<file path="src/rtl/instr_fetch.sv">
// Instruction fetch front end: 32-bit program memory reads split into 16-bit Thumb halfwords.
// Latency: first halfword visible two edges after reset release with a zero-wait memory.
// Backpressure: instr_ready stalls the halfword FIFO; new fetches start only when two entries are free.
module instr_fetch #(
  parameter int          DEPTH    = 4,
  parameter logic [31:0] RESET_PC = 32'h0000_0000
) (
  input  logic        clk,
  input  logic        reset,
  output logic        mem_req,
  output logic [31:0] mem_addr,
  input  logic [31:0] mem_rdata,
  input  logic        mem_ack,
  input  logic        redirect_valid,
  input  logic [31:0] redirect_pc,
  output logic [15:0] instruction,
  output logic [31:0] instr_pc,
  output logic        instr_valid,
  input  logic        instr_ready
);

  localparam int PW = $clog2(DEPTH);
  localparam int CW = PW + 1;

  typedef enum logic {
    S_IDLE = 1'b0,
    S_WAIT = 1'b1
  } state_t;

  state_t        r_state;
  state_t        w_next_state;

  logic [31:0]   r_fetch_pc;
  logic [31:0]   r_mem_addr;
  logic          r_drop;

  logic [15:0]   r_fifo_dat [DEPTH];
  logic [31:0]   r_fifo_pc  [DEPTH];
  logic [PW-1:0] r_rd_ptr;
  logic [PW-1:0] r_wr_ptr;
  logic [CW-1:0] r_count;

  logic          w_pop;
  logic          w_ack;
  logic          w_push;
  logic          w_push_two;
  logic [1:0]    w_push_n;
  logic [CW:0]   w_free;
  logic          w_start;
  logic [PW-1:0] w_wr_ptr1;
  logic [15:0]   w_first_dat;

  // A redirect flushes the FIFO, so a pop on the same edge must not be counted.
  assign w_pop      = instr_valid && instr_ready && !redirect_valid;
  assign w_ack      = (r_state == S_WAIT) && mem_ack;
  assign w_push     = w_ack && !r_drop && !redirect_valid;
  // An odd-halfword fetch_pc only consumes the upper half of the word.
  assign w_push_two = w_push && !r_fetch_pc[1];
  assign w_push_n   = w_push ? (w_push_two ? 2'd2 : 2'd1) : 2'd0;
  // Free space is evaluated after this edge's pop; two slots guarantee no overflow.
  assign w_free     = (CW+1)'(DEPTH) - {1'b0, r_count} + (CW+1)'(w_pop);
  assign w_start    = (r_state == S_IDLE) && !redirect_valid && (w_free >= (CW+1)'(2));
  assign w_wr_ptr1  = r_wr_ptr + PW'(1);
  assign w_first_dat = r_fetch_pc[1] ? mem_rdata[31:16] : mem_rdata[15:0];

  // State register.
  always_ff @(posedge clk or negedge reset) begin
    if (!reset) begin
      r_state <= S_IDLE;
    end else begin
      r_state <= w_next_state;
    end
  end

  // Next state: a request stays open until acked, even across redirects.
  always_comb begin
    w_next_state = r_state;
    case (r_state)
      S_IDLE:  if (w_start) w_next_state = S_WAIT;
      S_WAIT:  if (mem_ack) w_next_state = S_IDLE;
      default: w_next_state = S_IDLE;
    endcase
  end

  // Outputs: memory request from state, Decode view of the FIFO head (zeroed when empty).
  always_comb begin
    mem_req     = (r_state == S_WAIT);
    mem_addr    = r_mem_addr;
    instr_valid = (r_count != '0);
    instruction = 16'h0000;
    instr_pc    = 32'h0000_0000;
    if (instr_valid) begin
      instruction = r_fifo_dat[r_rd_ptr];
      instr_pc    = r_fifo_pc[r_rd_ptr];
    end
  end

  // Fetch pointer, request address and the stale-response drop flag.
  always_ff @(posedge clk or negedge reset) begin
    if (!reset) begin
      r_fetch_pc <= RESET_PC & ~32'h1;
      r_mem_addr <= RESET_PC & ~32'h3;
      r_drop     <= 1'b0;
    end else begin
      if (redirect_valid) begin
        r_fetch_pc <= redirect_pc & ~32'h1;
        // Outstanding request keeps its address; its data is thrown away later.
        r_drop     <= (r_state == S_WAIT) && !mem_ack;
      end else begin
        if (w_ack) r_drop <= 1'b0;
        if (w_push) r_fetch_pc <= r_fetch_pc + (w_push_two ? 32'd4 : 32'd2);
      end
      if (w_start) r_mem_addr <= {r_fetch_pc[31:2], 2'b00};
    end
  end

  // FIFO pointers and occupancy.
  always_ff @(posedge clk or negedge reset) begin
    if (!reset) begin
      r_rd_ptr <= '0;
      r_wr_ptr <= '0;
      r_count  <= '0;
    end else if (redirect_valid) begin
      r_rd_ptr <= '0;
      r_wr_ptr <= '0;
      r_count  <= '0;
    end else begin
      r_rd_ptr <= r_rd_ptr + PW'(w_pop);
      r_wr_ptr <= r_wr_ptr + PW'(w_push_n);
      r_count  <= r_count + CW'(w_push_n) - CW'(w_pop);
    end
  end

  // FIFO storage: little-endian split, low halfword first when word-aligned.
  always_ff @(posedge clk) begin
    if (w_push) begin
      r_fifo_dat[r_wr_ptr] <= w_first_dat;
      r_fifo_pc[r_wr_ptr]  <= r_fetch_pc;
      if (w_push_two) begin
        r_fifo_dat[w_wr_ptr1] <= mem_rdata[31:16];
        r_fifo_pc[w_wr_ptr1]  <= r_fetch_pc + 32'd2;
      end
    end
  end

endmodule
</file>
<file path="config.mk">
export PLATFORM = sky130hd
export DESIGN_NAME = instr_fetch
export DESIGN_NICKNAME = d
export VERILOG_FILES = /design/src/rtl/instr_fetch.sv
export SDC_FILE = /design/constraint.sdc
export NUM_CORES = 1
export LEC_CHECK = 0
export CAP_MARGIN = 10
export CORE_MARGIN = 5
export CORE_UTILIZATION = 50
export CTS_CLUSTER_SIZE = 25
export DETAILED_ROUTE_END_ITERATION = 16
export MAX_ROUTING_LAYER = met4
export PLACE_DENSITY = 0.73
export SLEW_MARGIN = 10
export SYNTH_ARGS = -nofsm -noshare
export SYNTH_HDL_FRONTEND = slang
export SYNTH_SLANG_ARGS = --single-unit
</file>
<file path="constraint.sdc">
create_clock -name clk -period 5.85 [get_ports clk]
set_input_delay 1.17 -clock clk [delete_from_list [all_inputs] [get_ports clk]]
set_output_delay 1.17 -clock clk [all_outputs]
set_load 0.02 [all_outputs]
</file>
Yosys cells after proc, flatten, opt, wreduce, memory -nomap -nowiden
Memory sizes are Yosys's and may differ from the RTL's.
Index checks and enable logic that the tools add are counted.
W data, S select, Z words.
{ "classes": {"addsub": 9, "magnitude_cmp": 1, "mux": 21, "bitwise_logic": 1, "reduce_logical": 16} }
{ "op_table": {"columns": ["cell", "n"], "rows": [
  ["$mux W32", 3],
  ["$add A32 B2 Y32 const B", 1],
  ["$add A32 B3 Y32", 1],
  ["$mux W16", 2],
  ["$logic_and A1 B1 Y1", 9],
  ["$mux W1", 9],
  ["$mux W2", 4],
  ["$mux W3", 2],
  ["$add A4 B1 Y4", 1],
  ["$ge A4 B2 Y1 const B", 1],
  ["$logic_not A1 Y1", 4],
  ["$reduce_bool A2 Y1", 2],
  ["$sub A3 B3 Y4 const A", 1],
  ["$add A3 B2 Y3", 1],
  ["$reduce_bool A3 Y1", 1],
  ["$sub A3 B1 Y3", 1],
  ["$add A2 B1 Y2", 1],
  ["$add A2 B1 Y2 const B", 1],
  ["$add A2 B2 Y2", 1],
  ["$pmux W1 S2", 1],
  ["$not A1 Y1", 1]
]} }
{ "totals": {"ff_bits": 71, "ramBits": 192, "in_bits": 69, "word_cells": 57, "mem_count": 2} }
{ "mem_list": {"columns": ["memory", "depth", "width", "rd", "rd_clocked_by_memory_dff", "write_ports", "line", "rtl"], "rows": [
  ["r_fifo_pc", 4, 32, 1, 0, 2, "38", "logic [31:0] r_fifo_pc [DEPTH];"],
  ["r_fifo_dat", 4, 16, 1, 0, 2, "37", "logic [15:0] r_fifo_dat [DEPTH];"]
]} }

Logic depth before layout (Yosys ltp)
{ "logic_depth": {"word_depth": 9, "mapped_depth": 12, "mapped_depth_nobuf": 11} }

Worst setup path after synthesis
OpenSTA, ideal clock, no wires.
{ "synth_path": {"path_type": "input to register", "from": "input redirect_valid", "to": "memory r_fifo_dat[2][0], enable pin", "setup_ns": 0.510, "t_arrival_ns": 5.026, "setup_slack_ns": 0.315, "stages": 4, "n_path_buf": 3, "cell_sequence": "clkbuf_1 -> clkbuf_1 -> clkbuf_1 -> nor3_1"} }
{ "synth_lines": {"columns": ["item", "line", "rtl"], "rows": [
  ["from (decl)", "14", "input logic redirect_valid,"],
  ["to (decl)", "37", null]
]} }

Worst setup path in the final report
{ "layout_path": {"from": "register r_rd_ptr[0]", "to": "output instr_pc[15]"} }
{ "layout_via": {"elab_chain_cells": 2} }
{ "layout_rtl": {"columns": ["item", "line", "rtl"], "rows": [
  ["from (decl)", "39", "logic [PW-1:0] r_rd_ptr;"],
  ["from (signal assigned)", "128", "r_rd_ptr <= r_rd_ptr + PW'(w_pop);"],
  ["$mem_v2 Z4 W32", null, null],
  ["$mux W32", "92", "if (instr_valid) begin"],
  ["to (decl)", "17", "output logic [31:0] instr_pc,"]
]} }
Every way passes these cells.

==> flow_summary.yaml <==
timing:
  tns_ns: 0
  slew_viol_final: 0
  period_needed_ns: 4.22
  setup_viol: 0
  fin_crit_sh_pct: 72.2
  relSlewSlack_pct: 26.3
  skew_ns: 0.0136
  rsz0062_at_grt: "false"
  tightestPinTransition_ns: 1.10
  max_freq_mhz: 237
  hold_viol_final: 0
global_route:
  grt_pass1_vias: 8201
  grt_usage_pct: 21.2
  grt_start_max_net_pins: 50
  overflow: 0
  antenna_found_initial: 0
  grt_pass1_wl_um: 47000
yosys:
  synth_most_common_cell: "edfxtp_1"
  synth_edf_count: 188
  synth-main-ff-cell: "edfxtp_1"
  syn_inst: 985
  synth.avg_cell_area_um2: 13.1
  yosysTopAreaCell: "edfxtp_1"
  ys_warn_count: 0
  synth-seq-area-share_pct: 57.2
  synth-seq-cells: 258
  syn-cell-area_um2: 12900
  synth.area.top_cells: "edfxtp_1 (44%), dfrtp_1 (14%), mux2_2 (8.2%)"
  synth_cell_types: 52
  synth_top_area_share_pct: 43.7
  synth_common_cells: "edfxtp_1 (188), clkbuf_1 (98), mux2_2 (94)"
  synthArstFlopShare_pct: 27.1
worst_setup_path:
  cp-end-kind: "output port"
  critPathLaunchType: "flip-flop"
  critical_path_required_ns: 4.68
  arrival_ns: 3.05
  cp_max_fo: 48
  critical_path_class: "reg -> out"
final_layout:
  regArea_um2: 7400
  nets: 1125
  area_growth_pct: 18.5
  multiInputGateArea_um2: 4930
  drive_gt1_share_pct: 21.2
  n_antenna_cell: 0
  fillCellCount: 1978
drt:
  viasPerCell: 5.83
  routed_wl_um: 30100
  drt_iter0_markers: 659
  num_vias: 8127
  drc_errors: 0
  ant_nets: 0
  wire_per_inst_um: 21.6
  drtPass1Iterations: 5
worst_hold_path:
  worstHoldPathType: "reg -> reg"
floorplanning:
  pin_count: 151
  coreArea_um2: 25300
  die_w_um: 171
  die_area_um2: 29200
  rows: 58
  start_util_pct: 51.0
  die_h_um: 171
cts:
  clk_pin_slew_worst_paths_ns: 0.07
  cts-resized-gates: 0
  hold_buffers: 0
  cts_tree: "yes"
  clockBufferDepth: 3
  postCtsSetupBuffers: 0
  root_buffer: "clkbuf_16"
  cts_made_buffers: 27
  cts_htree_levels: 1
  clock-sinks: 258
  clk_latency_ns: 0.54
pwr:
  peakVddDrop_mv: 0.286
  power_w: 0.00602
  p_leak_nw: 5.18
  p_per_area_nw_per_um2: 393
run_status:
  status: "finished clean"
run:
  drv_cap: 0
place:
  gp_congestion: 0.845
  place_hpwl_um: 19200
  numPortBuffers: 146
cells in the final DEF, fill, tap and decap left out, types with 6 or more instances in the layout:
cell type,instances
nor3_1,14
clkinv_2,6
clkbuf_16,27
mux4_2,47
and3_1,6
nor4_1,16
nor2b_1,8
and2_1,49
nand2_1,64
buf_4,16
nand3_1,31
dfrtp_1,68
o31ai_1,7
o21ai_0,19
clkdlybuf4s50_1,144
ha_1,9
nand4_1,20
or4_1,15
nor2_1,34
edfxtp_1,188
xor2_1,16
mux2_2,94
xnor2_1,58
inv_1,16
a31oi_1,10
critical path: stages, from the launching register on:
cell             delay [ns]
dfrtp_4                1.12
mux4_2                 0.66
and2_1                 0.19
clkdlybuf4s50_1        0.54
registers in the layout, indices dropped and copies added (netlist names):
| signal | flops |
|---|---|
| r_fifo_dat | 64 |
| r_count | 3 |
| r_fetch_pc | 31 |
| r_fifo_pc | 124 |
| mem_req | 1 |
| r_wr_ptr | 2 |
| r_drop | 1 |
| r_rd_ptr | 2 |
| mem_addr | 30 |
path summary, 6_finish.rpt:
check,slack (ns),depth (start not counted),start,endpoint
max in group asynchronous,4.14,2,reset,r_rd_ptr[0]$_DFF_PN0_
min in group asynchronous,0.60,1,reset,mem_addr[26]$_DFFE_PN0P_
worst min-delay path,0.51,1,mem_addr[12]$_DFFE_PN0P_,mem_addr[12]$_DFFE_PN0P_
worst max register to register,2.65,7,r_fetch_pc[1]$_DFFE_PN0N_,r_fetch_pc[21]$_DFFE_PN0N_
worst max-delay path,1.63,3,r_rd_ptr[0]$_DFF_PN0_,instr_pc[15]
worst min register to register,0.51,1,mem_addr[12]$_DFFE_PN0P_,mem_addr[12]$_DFFE_PN0P_
cells by family (layout without fill, tap and decap cells):
family          after synthesis  in the layout  share of synthesized area, %
simple gates                283            283                          12.0
fa+ha+maj                    11             11                          1.18
compound gates               62             62                          3.11
flops                       258            258                          57.2
mux                         142            142                          16.5
xor+xnor                     74             74                          5.01
other cells                   1              3                        0.0290
buf+inv                     154            232                          5.02
per-stage QoR:
| step | hold slack (ns) | setup slack, ns | cell area, um^2 | instances | util, % |
|---|---|---|---|---|---|
| finish | 0.505 | 1.63 | 15300 | 1395 | 60.5 |
| global route | 0.531 | 1.44 | 15300 | 1395 | 60.5 |
| CTS | 0.511 | 1.52 | 15300 | 1395 | 60.5 |
| detailed placement | 0.495 | 1.46 | 14400 | 1346 | 56.9 |
| global placement | 0.491 | 1.49 | 14400 | 1346 | 56.9 |
| floorplan | 0.530 | 0.315 | 12900 | 987 | - |
per-layer routing:
layer	vias up	global-route usage, %	share of wire, %	wire length, um
met1	4079	29.9	44	13300
met2	301	33.5	47	14300
met3	39	3.17	6.9	2070
met4	0	4.10	1.5	465
met5	-	-	0	0
li1	3708	-	-	-
where the power goes:
| part | leakage (nW) | switching, W | total [W] | internal [W] |
|---|---|---|---|---|
| sequential | 2.54 | 0.000214 | 0.00243 | 0.00221 |
| combinational | 2.20 | 0.000897 | 0.00184 | 0.000941 |
| clock | 0.444 | 0.000713 | 0.00175 | 0.00104 |
| total | 5.18 | 0.00182 | 0.00602 | 0.00419 |
final cells by class:
type / instances / area share, %
Sequential cell: 258 / 48.3
Multi-Input combinational cell: 575 / 32.2
Timing Repair Buffer: 163 / 10.4
Clock buffer: 35 / 4.93
Tap cell: 330 / 2.69
Clock inverter: 14 / 1.01
Inverter: 20 / 0.490
Power figures use the tool's default switching activity.
